[src/rtl/div_pkg.sv]
// Shared constants and state encoding for the div/rem sequencer.
package div_pkg;

    localparam int unsigned DIV_XLEN = 32;

    localparam logic [3:0] ALU_DIV = 4'b0100;
    localparam logic [3:0] ALU_REM = 4'b0101;

    localparam logic [DIV_XLEN-1:0] INT_MIN = DIV_XLEN'(1) << (DIV_XLEN - 1);

    typedef enum logic [2:0] {
        IDLE = 3'd0,
        PREP = 3'd1,
        ITER = 3'd2,
        FIX  = 3'd3,
        DONE = 3'd4
    } state_t;

endpackage

[src/rtl/div_rem_sequencer_if.sv]
// Handshake/operand bundle between the core decode stage and the div/rem sequencer.
interface div_rem_sequencer_if #(
    parameter int XLEN = 32
);
    logic            start_i;
    logic [3:0]      alu_ctrl_i;
    logic [XLEN-1:0] dividend_i;
    logic [XLEN-1:0] divisor_i;
    logic            abort_i;
    logic            stall_o;
    logic            busy_o;
    logic            done_o;
    logic [XLEN-1:0] result_o;

    modport master (
        output start_i, alu_ctrl_i, dividend_i, divisor_i, abort_i,
        input  stall_o, busy_o, done_o, result_o
    );

    modport slave (
        input  start_i, alu_ctrl_i, dividend_i, divisor_i, abort_i,
        output stall_o, busy_o, done_o, result_o
    );
endinterface

[src/rtl/div_rem_sequencer_div_step.sv]
// One combinational restoring-division step on the {rem,quo} pair.
module div_step #(
    parameter int XLEN = 32
) (
    input  logic [XLEN-1:0] rem,
    input  logic [XLEN-1:0] quo,
    input  logic [XLEN-1:0] divisor,
    output logic [XLEN-1:0] rem_next,
    output logic [XLEN-1:0] quo_next
);
    logic [XLEN:0] shifted;
    logic [XLEN:0] diff;

    // Extra top bit keeps the trial subtraction's borrow visible.
    assign shifted = {rem, quo[XLEN-1]};
    assign diff    = shifted - {1'b0, divisor};

    always_comb begin
        rem_next = shifted[XLEN-1:0];
        quo_next = {quo[XLEN-2:0], 1'b0};
        if (!diff[XLEN]) begin
            rem_next = diff[XLEN-1:0];
            quo_next = {quo[XLEN-2:0], 1'b1};
        end
    end
endmodule

[src/rtl/div_rem_sequencer.sv]
// Multi-cycle signed div/rem sequencer that stalls the core until the result is ready.
// Optional macro DIV_EARLY_OUT_EN: divide-by-zero, overflow and zero dividend bypass PREP/ITER.
module div_rem_sequencer
    import div_pkg::*;
#(
    parameter int XLEN  = DIV_XLEN,
    parameter int CNT_W = $clog2(XLEN) + 1
) (
    input  logic              clk,
    input  logic              rst_n,
    div_rem_sequencer_if.slave bus
);
    localparam logic [XLEN-1:0] SIGN_ONLY = {1'b1, {(XLEN-1){1'b0}}};

    state_t            state;
    logic              op_rem;
    logic              sign_a;
    logic              sign_b;
    logic [XLEN-1:0]   abs_a;
    logic [XLEN-1:0]   abs_b;
    logic [XLEN-1:0]   rem_r;
    logic [XLEN-1:0]   quo_r;
    logic [CNT_W-1:0]  cnt;
    logic [XLEN-1:0]   result_r;

    logic              valid_op;
    logic              start_ok;
    logic [XLEN-1:0]   abs_a_in;
    logic [XLEN-1:0]   abs_b_in;
    logic [XLEN-1:0]   rem_next;
    logic [XLEN-1:0]   quo_next;
    logic [XLEN-1:0]   dividend_val;
    logic [XLEN-1:0]   quo_signed;
    logic [XLEN-1:0]   rem_signed;
    logic [XLEN-1:0]   fix_result;
    logic              early;

    assign valid_op = (bus.alu_ctrl_i == ALU_DIV) || (bus.alu_ctrl_i == ALU_REM);
    assign start_ok = bus.start_i && valid_op && !bus.abort_i;
    assign abs_a_in = bus.dividend_i[XLEN-1] ? -bus.dividend_i : bus.dividend_i;
    assign abs_b_in = bus.divisor_i[XLEN-1]  ? -bus.divisor_i  : bus.divisor_i;

`ifdef DIV_EARLY_OUT_EN
    assign early = (bus.divisor_i == '0) || (bus.dividend_i == '0) ||
                   ((bus.dividend_i == SIGN_ONLY) && (bus.divisor_i == '1));
`else
    assign early = 1'b0;
`endif

    div_step #(.XLEN(XLEN)) u_step (
        .rem      (rem_r),
        .quo      (quo_r),
        .divisor  (abs_b),
        .rem_next (rem_next),
        .quo_next (quo_next)
    );

    // Special cases are resolved here so early-out and full paths share one result.
    always_comb begin
        dividend_val = sign_a ? -abs_a : abs_a;
        quo_signed   = (sign_a ^ sign_b) ? -quo_r : quo_r;
        rem_signed   = sign_a ? -rem_r : rem_r;
        if (abs_b == '0)
            fix_result = op_rem ? dividend_val : '1;
        else if ((dividend_val == SIGN_ONLY) && sign_b && (abs_b == XLEN'(1)))
            fix_result = op_rem ? '0 : SIGN_ONLY;
        else
            fix_result = op_rem ? rem_signed : quo_signed;
    end

    always_ff @(posedge clk) begin
        if (!rst_n) begin
            state    <= IDLE;
            op_rem   <= 1'b0;
            sign_a   <= 1'b0;
            sign_b   <= 1'b0;
            abs_a    <= '0;
            abs_b    <= '0;
            rem_r    <= '0;
            quo_r    <= '0;
            cnt      <= '0;
            result_r <= '0;
        end else if (bus.abort_i && (state != IDLE)) begin
            state <= IDLE;
        end else begin
            case (state)
                IDLE: if (start_ok) begin
                    op_rem <= (bus.alu_ctrl_i == ALU_REM);
                    sign_a <= bus.dividend_i[XLEN-1];
                    sign_b <= bus.divisor_i[XLEN-1];
                    abs_a  <= abs_a_in;
                    abs_b  <= abs_b_in;
                    rem_r  <= '0;
                    quo_r  <= abs_a_in;
                    cnt    <= '0;
                    state  <= early ? FIX : PREP;
                end
                PREP: begin
                    rem_r <= '0;
                    quo_r <= abs_a;
                    cnt   <= '0;
                    state <= ITER;
                end
                ITER: begin
                    rem_r <= rem_next;
                    quo_r <= quo_next;
                    cnt   <= cnt + CNT_W'(1);
                    if (cnt == CNT_W'(XLEN - 1))
                        state <= FIX;
                end
                FIX: begin
                    result_r <= fix_result;
                    state    <= DONE;
                end
                DONE:    state <= IDLE;
                default: state <= IDLE;
            endcase
        end
    end

    assign bus.busy_o   = (state != IDLE);
    assign bus.done_o   = (state == DONE);
    assign bus.stall_o  = (state == IDLE) ? (bus.start_i && valid_op) : (state != DONE);
    assign bus.result_o = result_r;

endmodule

[src/flat_wrapper.sv]
// flat-port wrapper written by rule: the top's interface ports become plain ports
module div_rem_sequencer_flat import div_pkg::*;
#(
    parameter int XLEN  = DIV_XLEN,
    parameter int CNT_W = $clog2(XLEN) + 1
)
  (clk, rst_n, bus_start_i, bus_alu_ctrl_i, bus_dividend_i, bus_divisor_i, bus_abort_i, bus_stall_o, bus_busy_o, bus_done_o, bus_result_o);
  div_rem_sequencer_if #(.XLEN(XLEN)) bus_i ();
  input  logic clk;
  input  logic rst_n;
  input wire logic [$bits(bus_i.start_i)-1:0] bus_start_i;
  input wire logic [$bits(bus_i.alu_ctrl_i)-1:0] bus_alu_ctrl_i;
  input wire logic [$bits(bus_i.dividend_i)-1:0] bus_dividend_i;
  input wire logic [$bits(bus_i.divisor_i)-1:0] bus_divisor_i;
  input wire logic [$bits(bus_i.abort_i)-1:0] bus_abort_i;
  output wire logic [$bits(bus_i.stall_o)-1:0] bus_stall_o;
  output wire logic [$bits(bus_i.busy_o)-1:0] bus_busy_o;
  output wire logic [$bits(bus_i.done_o)-1:0] bus_done_o;
  output wire logic [$bits(bus_i.result_o)-1:0] bus_result_o;
  assign bus_i.start_i = bus_start_i;
  assign bus_i.alu_ctrl_i = bus_alu_ctrl_i;
  assign bus_i.dividend_i = bus_dividend_i;
  assign bus_i.divisor_i = bus_divisor_i;
  assign bus_i.abort_i = bus_abort_i;
  assign bus_stall_o = bus_i.stall_o;
  assign bus_busy_o = bus_i.busy_o;
  assign bus_done_o = bus_i.done_o;
  assign bus_result_o = bus_i.result_o;
  div_rem_sequencer #(.XLEN(XLEN), .CNT_W(CNT_W)) u_core (.clk(clk), .rst_n(rst_n), .bus(bus_i));
endmodule
[config.mk]
export PLATFORM = sky130hd
export DESIGN_NAME = div_rem_sequencer_flat
export DESIGN_NICKNAME = d
export VERILOG_FILES = /design/src/rtl/div_pkg.sv /design/src/rtl/div_rem_sequencer_if.sv /design/src/rtl/div_rem_sequencer_div_step.sv /design/src/rtl/div_rem_sequencer.sv /design/src/flat_wrapper.sv
export SDC_FILE = /design/constraint.sdc
export NUM_CORES = 1
export LEC_CHECK = 0
export ABC_AREA = 1
export BUFFER_PORTS_ARGS = -buffer_cell sky130_fd_sc_hd__buf_4
export CAP_MARGIN = 20
export CORE_MARGIN = 1.5
export CORE_UTILIZATION = 61
export CTS_CLUSTER_DIAMETER = 200
export DETAILED_ROUTE_END_ITERATION = 8
export HOLD_SLACK_MARGIN = 0.02
export PLACE_DENSITY_LB_ADDON = 0.12
export SYNTH_ARGS = -nofsm -noshare
export SYNTH_HDL_FRONTEND = slang
export SYNTH_SLANG_ARGS = --single-unit
[constraint.sdc]
create_clock -name clk -period 3.6 [get_ports clk]
set_clock_uncertainty 0.1 [all_clocks]
set_input_delay 0.36 -clock clk [delete_from_list [all_inputs] [get_ports clk]]
set_output_delay 0.36 -clock clk [all_outputs]
set_load 0.02 [all_outputs]
* Yosys cells after proc, flatten, opt, wreduce, memory -nomap -nowiden *
Cells that the tools add are included.

word-level totals
  bits in registers = 172
  input bits = 72
  logic and storage cells = 70

operators by class
  add/sub/neg operators = 7
  equality and inequality tests = 12
  multiplexer cells = 22
  bitwise operators = 3
  reduce and logical (&&, ||, !) cells = 16

operators with widths
  operator                                                          count
  32-bit 2-to-1 mux                                                 13
  32-bit case mux with 3 select lines                               2
  32-bit negator                                                    5
  33-bit by 32-bit subtractor with 33-bit output                    1
  32-bit by 1-bit == test with 1-bit output, second input constant  1
  32-bit == test, second input constant                             1
  32-bit logical NOT                                                1
  6-bit case mux with 3 select lines                                1
  3-bit case mux with 4 select lines                                1
  4-bit by 3-bit == test with 1-bit output, second input constant   2
  6-bit by 1-bit adder with 6-bit output, second input constant     1
  3-bit by 2-bit == test with 1-bit output, second input constant   2
  6-bit by 5-bit == test with 1-bit output, second input constant   1
  3-bit 2-to-1 mux                                                  2
  6-bit 2-to-1 mux                                                  1
  3-bit AND reduction                                               2
  3-bit nonzero test                                                2
  1-bit logical AND                                                 5
  2-bit by 1-bit != test with 1-bit output, second input constant   2
  2-bit AND reduction                                               2
  3-bit by 1-bit == test with 1-bit output, second input constant   1
  3-bit == test, second input constant                              1
  3-bit logical NOT                                                 1
  3-bit != test, second input constant                              1
  6 further kinds                                                   8

* Logic depth before layout (Yosys ltp) *
  depth in word-level cells = 7
  mapped depth = 19
  gate-level depth less buffers = 19

* Hierarchy *
Synthesis repeated with hierarchy kept, for this count alone.

unflattened totals
  cell total of the unflattened synthesis = 2599
  area, all modules = 15061.9 um^2

by module, submodules not included
  module             instances  cells an instance  area each (um^2)
  div_rem_sequencer  1          1884               11568.6
  div_step           1          715                3493.4

* Least setup slack after synthesis *
No wires, ideal clock.

  path type = register -> register
  from = register u_core.quo_r[31]
  to = register u_core.rem_r[22]
  library setup time = 132 ps
  arrival time = 2307 ps
  data required time = 3368 ps
  setup slack = 1061 ps
  stages on the path, launching flop included = 17
  cells stage by stage = dfxtp_1 > inv_1 > ha_1 > fa_1 > o21ai_2 > a21oi_2 > o21bai_4 > nand2_2 > nand2_4 > nand3_4 > nand2_2 > nand2_4 > nand2_4 > buf_6 > nand2_1 > nand3_1 > a21oi_1

on the way
  longest elaborated chain between the ends = 3

ends and longest elaborated chain
  what                                            line                              source
  start: declaration                              div_rem_sequencer.sv:22           logic [XLEN-1:0] quo_r;
  start signal: assignment                        div_rem_sequencer.sv:94           quo_r <= abs_a_in;
  start signal: assignment                        div_rem_sequencer.sv:100          quo_r <= abs_a;
  start signal: assignment                        div_rem_sequencer.sv:106          quo_r <= quo_next;
  33-bit by 32-bit subtractor with 33-bit output  div_rem_sequencer_div_step.sv:16  assign diff = shifted - {1'b0, divisor};
  32-bit 2-to-1 mux                               div_rem_sequencer_div_step.sv:21  if (!diff[XLEN]) begin
  32-bit case mux with 3 select lines             div_rem_sequencer.sv:86           case (state)
  end signal: assignment                          div_rem_sequencer.sv:105          rem_r <= rem_next;
  end: declaration                                div_rem_sequencer.sv:21           logic [XLEN-1:0] rem_r;

No other way between the ends.
A chain may end at the register's enable or synchronous reset.

* Worst setup path in the final report *
  from = register u_core.abs_a[2]
  to = register u_core.result_r[31], in the netlist u_core.bus.result_o[31]

on the way
  longest elaborated chain between the ends = 7
  elaborated cells on any way between the ends = 8
  classes of those cells = add/sub: 1; eq/ne: 1; mux: 4; reduce/logical: 2

ends and longest elaborated chain
  what                             line                      source
  start: declaration               div_rem_sequencer.sv:19   logic [XLEN-1:0] abs_a;
  start signal: assignment         div_rem_sequencer.sv:91   abs_a <= abs_a_in;
  32-bit negator                   div_rem_sequencer.sv:60   dividend_val = sign_a ? -abs_a : abs_a;
  32-bit 2-to-1 mux (*)            div_rem_sequencer.sv:60
  32-bit == test                   div_rem_sequencer.sv:65   else if ((dividend_val == SIGN_ONLY) && sign_b && (abs_b == XLEN'(1)))
  1-bit logical AND (2 in series)  div_rem_sequencer.sv:65
  32-bit 2-to-1 mux                div_rem_sequencer.sv:65
  32-bit 2-to-1 mux (*)            div_rem_sequencer.sv:63   if (abs_b == '0)
  end signal: assignment           div_rem_sequencer.sv:112  result_r <= fix_result;
  end: declaration                 div_rem_sequencer.sv:24   logic [XLEN-1:0] result_r;

Mark *: on every way between the ends. The rest lies on a longest branch, timed or not.

==> run metrics <==
share of layout cells above drive strength 1 9.91%; Worst EP arrival 3370 ps; post-layout net count 2431; Layout Cell Area excl Fill 15500 um2; RR Startpoint u_core.abs_a[2]; M1 GR Usage 60.1%; CTS H-tree lvls 4; grt ovf 0; largest family of logic cells by synthesized area simple AND/OR/NAND/NOR gates; # port buffers 106; #FFs+latches synth 172; EDFF count, synth 0; Net Count, Synth 2391; Synth Area in Adders 3.63%; register area 3450 um2; Synth Cell Area 14000 um2; Final Hold Viols 0; Post-CTS Resized 0; # diodes 0; Vias 16500; Synth Instances 2279; period utilisation layout 85.9%; CTS Root Cell clkbuf_16; Avg Cell Area, Syn 6.13 um2; routed vias/inst 6.30; Hold Path Origin bus_divisor_i[0]; Die H 154 um; Pwr Density 558 nW/um2; Top FF cell, synth dfxtp_1; final worst slack 506 ps; CP required 3880 ps; clock latency at the later pin of the worst-skew pair 460 ps; postcts setup bufs 0; ys async rst share 0%; source of the critical timing path u_core.abs_a[2]; clk sinks 172; Final Non-Filler Cells 2617; Final setup viols 0; top-count cell post-synth nand2_1; area of the multi-input gates 8990 um2; crit start category register; post-detailed-route count of antenna-violating nets 0; Initial DRC Count 2310; Tmin final 3090 ps; Worst Reg-to-Reg Cells 14; core area 22600 um2; Clk pin slew, worst setup/hold paths 90 ps; Synth Area in XOR/XNOR 5.20%; largest net degree at the start of global routing 88; Hold-fix buffers, CTS 0; Synth top cells by count nand2_1 (453), inv_1 (274), a21oi_1 (256); post-synthesis mux area share 0%; r2r endpoint u_core.bus.result_o[31]; Avg WL per Cell 19.8 um; gr busiest metal met2; post-synth top area share 24.6%; run status finished clean; leading post-synthesis cells by cell area dfxtp_1 (25%), nand2_1 (12%), a21oi_1 (9.2%); Synth cell types 57; initial antenna violation count 0; complex-gate fraction of the synthesized area 23.6%; met3 Resource Use GR 12.9%; cell mode on critical path nor2_1; worst hold path cell count 3; placed inst area 14800 um2; RSZ-0062 raised after global routing false; fin. max-slew vios 0; die width 154 um; DPL Wire Length 38.7 mm; gpl congestion 1.06; maxcap violations 0; area grow syn2layout 10.6%; aggregate global-route resource usage 43.1%; Layout fillers 1992; FP Rows 55; dpl ws 673 ps; CTS tree done; WL final 51.8 mm; critical path class register to register; CTS Buffer Depth 2; sequence of cells on the critical path nor2_1 > nand2_2 > nor2_1 > nand2_1 > nand2_1 > xor2_1 > nand3_1 > nor2_1 > nand3_1 > nor2_1 > nand2_2 > nand2_1 > nand3_1 > a21oi_1; first-pass GRT wire length 80.8 mm; CP max-delay cell nand2_2; Hold EP u_core.abs_b[0]; register area share after synthesis 24.6%; Residual DRC 0; synth warn 0; Critical Path Sink Type register; vias in the first global route 14900; total die area 23800 um2; cell taking the most area after synthesis dfxtp_1; dpl cells 2584; Worst-Margin Slew 1060 ps; TritonCTS Buffers 17; Post-Synth Simple-Gate Area 31.9%; Hold/Removal Path Class input pin to register; total negative setup slack 0 ps; Crit Path Max Fanout 32; Initial Utilization 61.9%; M2 GR Usage 63.6%; Rel. slew slack 29.6%; drt first pass iters 7; worst reg-to-reg setup slack 510 ps; Peak VDD IR 443 uV; FMAX 0.323 GHz; # IOs 107; LEAKAGE 7.35 nW; CP max stage delay 480 ps
-- worst max-delay path, delay by kind of cell (launching register included) --
family / cells / cell delay, ps
flops: 1 / 340
compound gates: 1 / 150
simple gates: 12 / 2060
xor+xnor: 1 / 360
-- where the power goes --
group,switching (mW),internal (mW)
registers,0.272,2.06
logic,2.98,1.34
clock network,1.01,0.968
total,4.26,4.37
-- flip-flops by register name, summed over array words and instances, names as in the netlist --
| signal | flops |
|---|---|
| u_core.quo_r | 32 |
| u_core.abs_b | 32 |
| u_core.abs_a | 32 |
| u_core.op_rem | 1 |
| u_core.state | 3 |
| u_core.sign_a | 1 |
| u_core.sign_b | 1 |
| u_core.rem_r | 32 |
| u_core.cnt | 6 |
| u_core.bus.result_o | 32 |
-- layout make-up --
class,count,share of cell area (%)
inverter,286,6.95
timing repair buffer,125,6.20
tap,285,2.31
sequential,172,22.3
clock inverter,15,1.30
multi-input combinational,1717,58.2
clock buffer,17,2.75
-- how the worst max path moves through the flow --
stage,end,slack (ps),cells after the start
finish,u_core.bus.result_o[31],510,14
global route,u_core.rem_r[31],270,15
CTS,u_core.rem_r[28],620,14
detailed placement,u_core.rem_r[28],670,14
global placement,u_core.rem_r[31],740,14
floorplan,u_core.rem_r[22],1060,16
-- layout by cell type (no fill, tap or decap), drive strengths merged, types with 8 or more instances in the layout --
| cell type | instances |
|---|---|
| nor2 | 220 |
| o21ai | 222 |
| a211oi | 10 |
| clkbuf | 17 |
| nand4 | 38 |
| o211ai | 16 |
| nor4 | 9 |
| ha | 39 |
| nand3 | 204 |
| or2 | 8 |
| a21oi | 260 |
| nand2 | 467 |
| xnor2 | 31 |
| buf | 125 |
| a221oi | 28 |
| dfxtp | 172 |
| nor3 | 42 |
| a31oi | 12 |
| xor2 | 52 |
| inv | 295 |
| nand3b | 14 |
-- cell families after synthesis --
| kind of cell | count (synthesis) |
|---|---|
| buffers and inverters | 390 |
| AOI/OAI and AO/OA | 588 |
| adders and majority gates | 40 |
| xor gates and xnor gates | 83 |
| DFF | 172 |
| and+or+nand+nor | 1006 |
-- per-layer routing --
layer | part of all wire, % | routed length (um)
met1 | 41 | 21400
met2 | 41 | 21200
met3 | 15 | 7530
met4 | 3.0 | 1580
met5 | 0 | 0
-- per-stage QoR --
stage / util, % / hold slack, ps / power, mW
after floorplan: - / 348 / 5.34
after global placement: 65.6 / 365 / 6.37
after detailed placement: 65.6 / 367 / 6.43
after CTS: 68.3 / 59.2 / 8.39
after global routing: 68.5 / 96.9 / 9.11
final: 68.5 / 63.1 / 8.63
No activity file was read; power rests on OpenSTA's default activity.
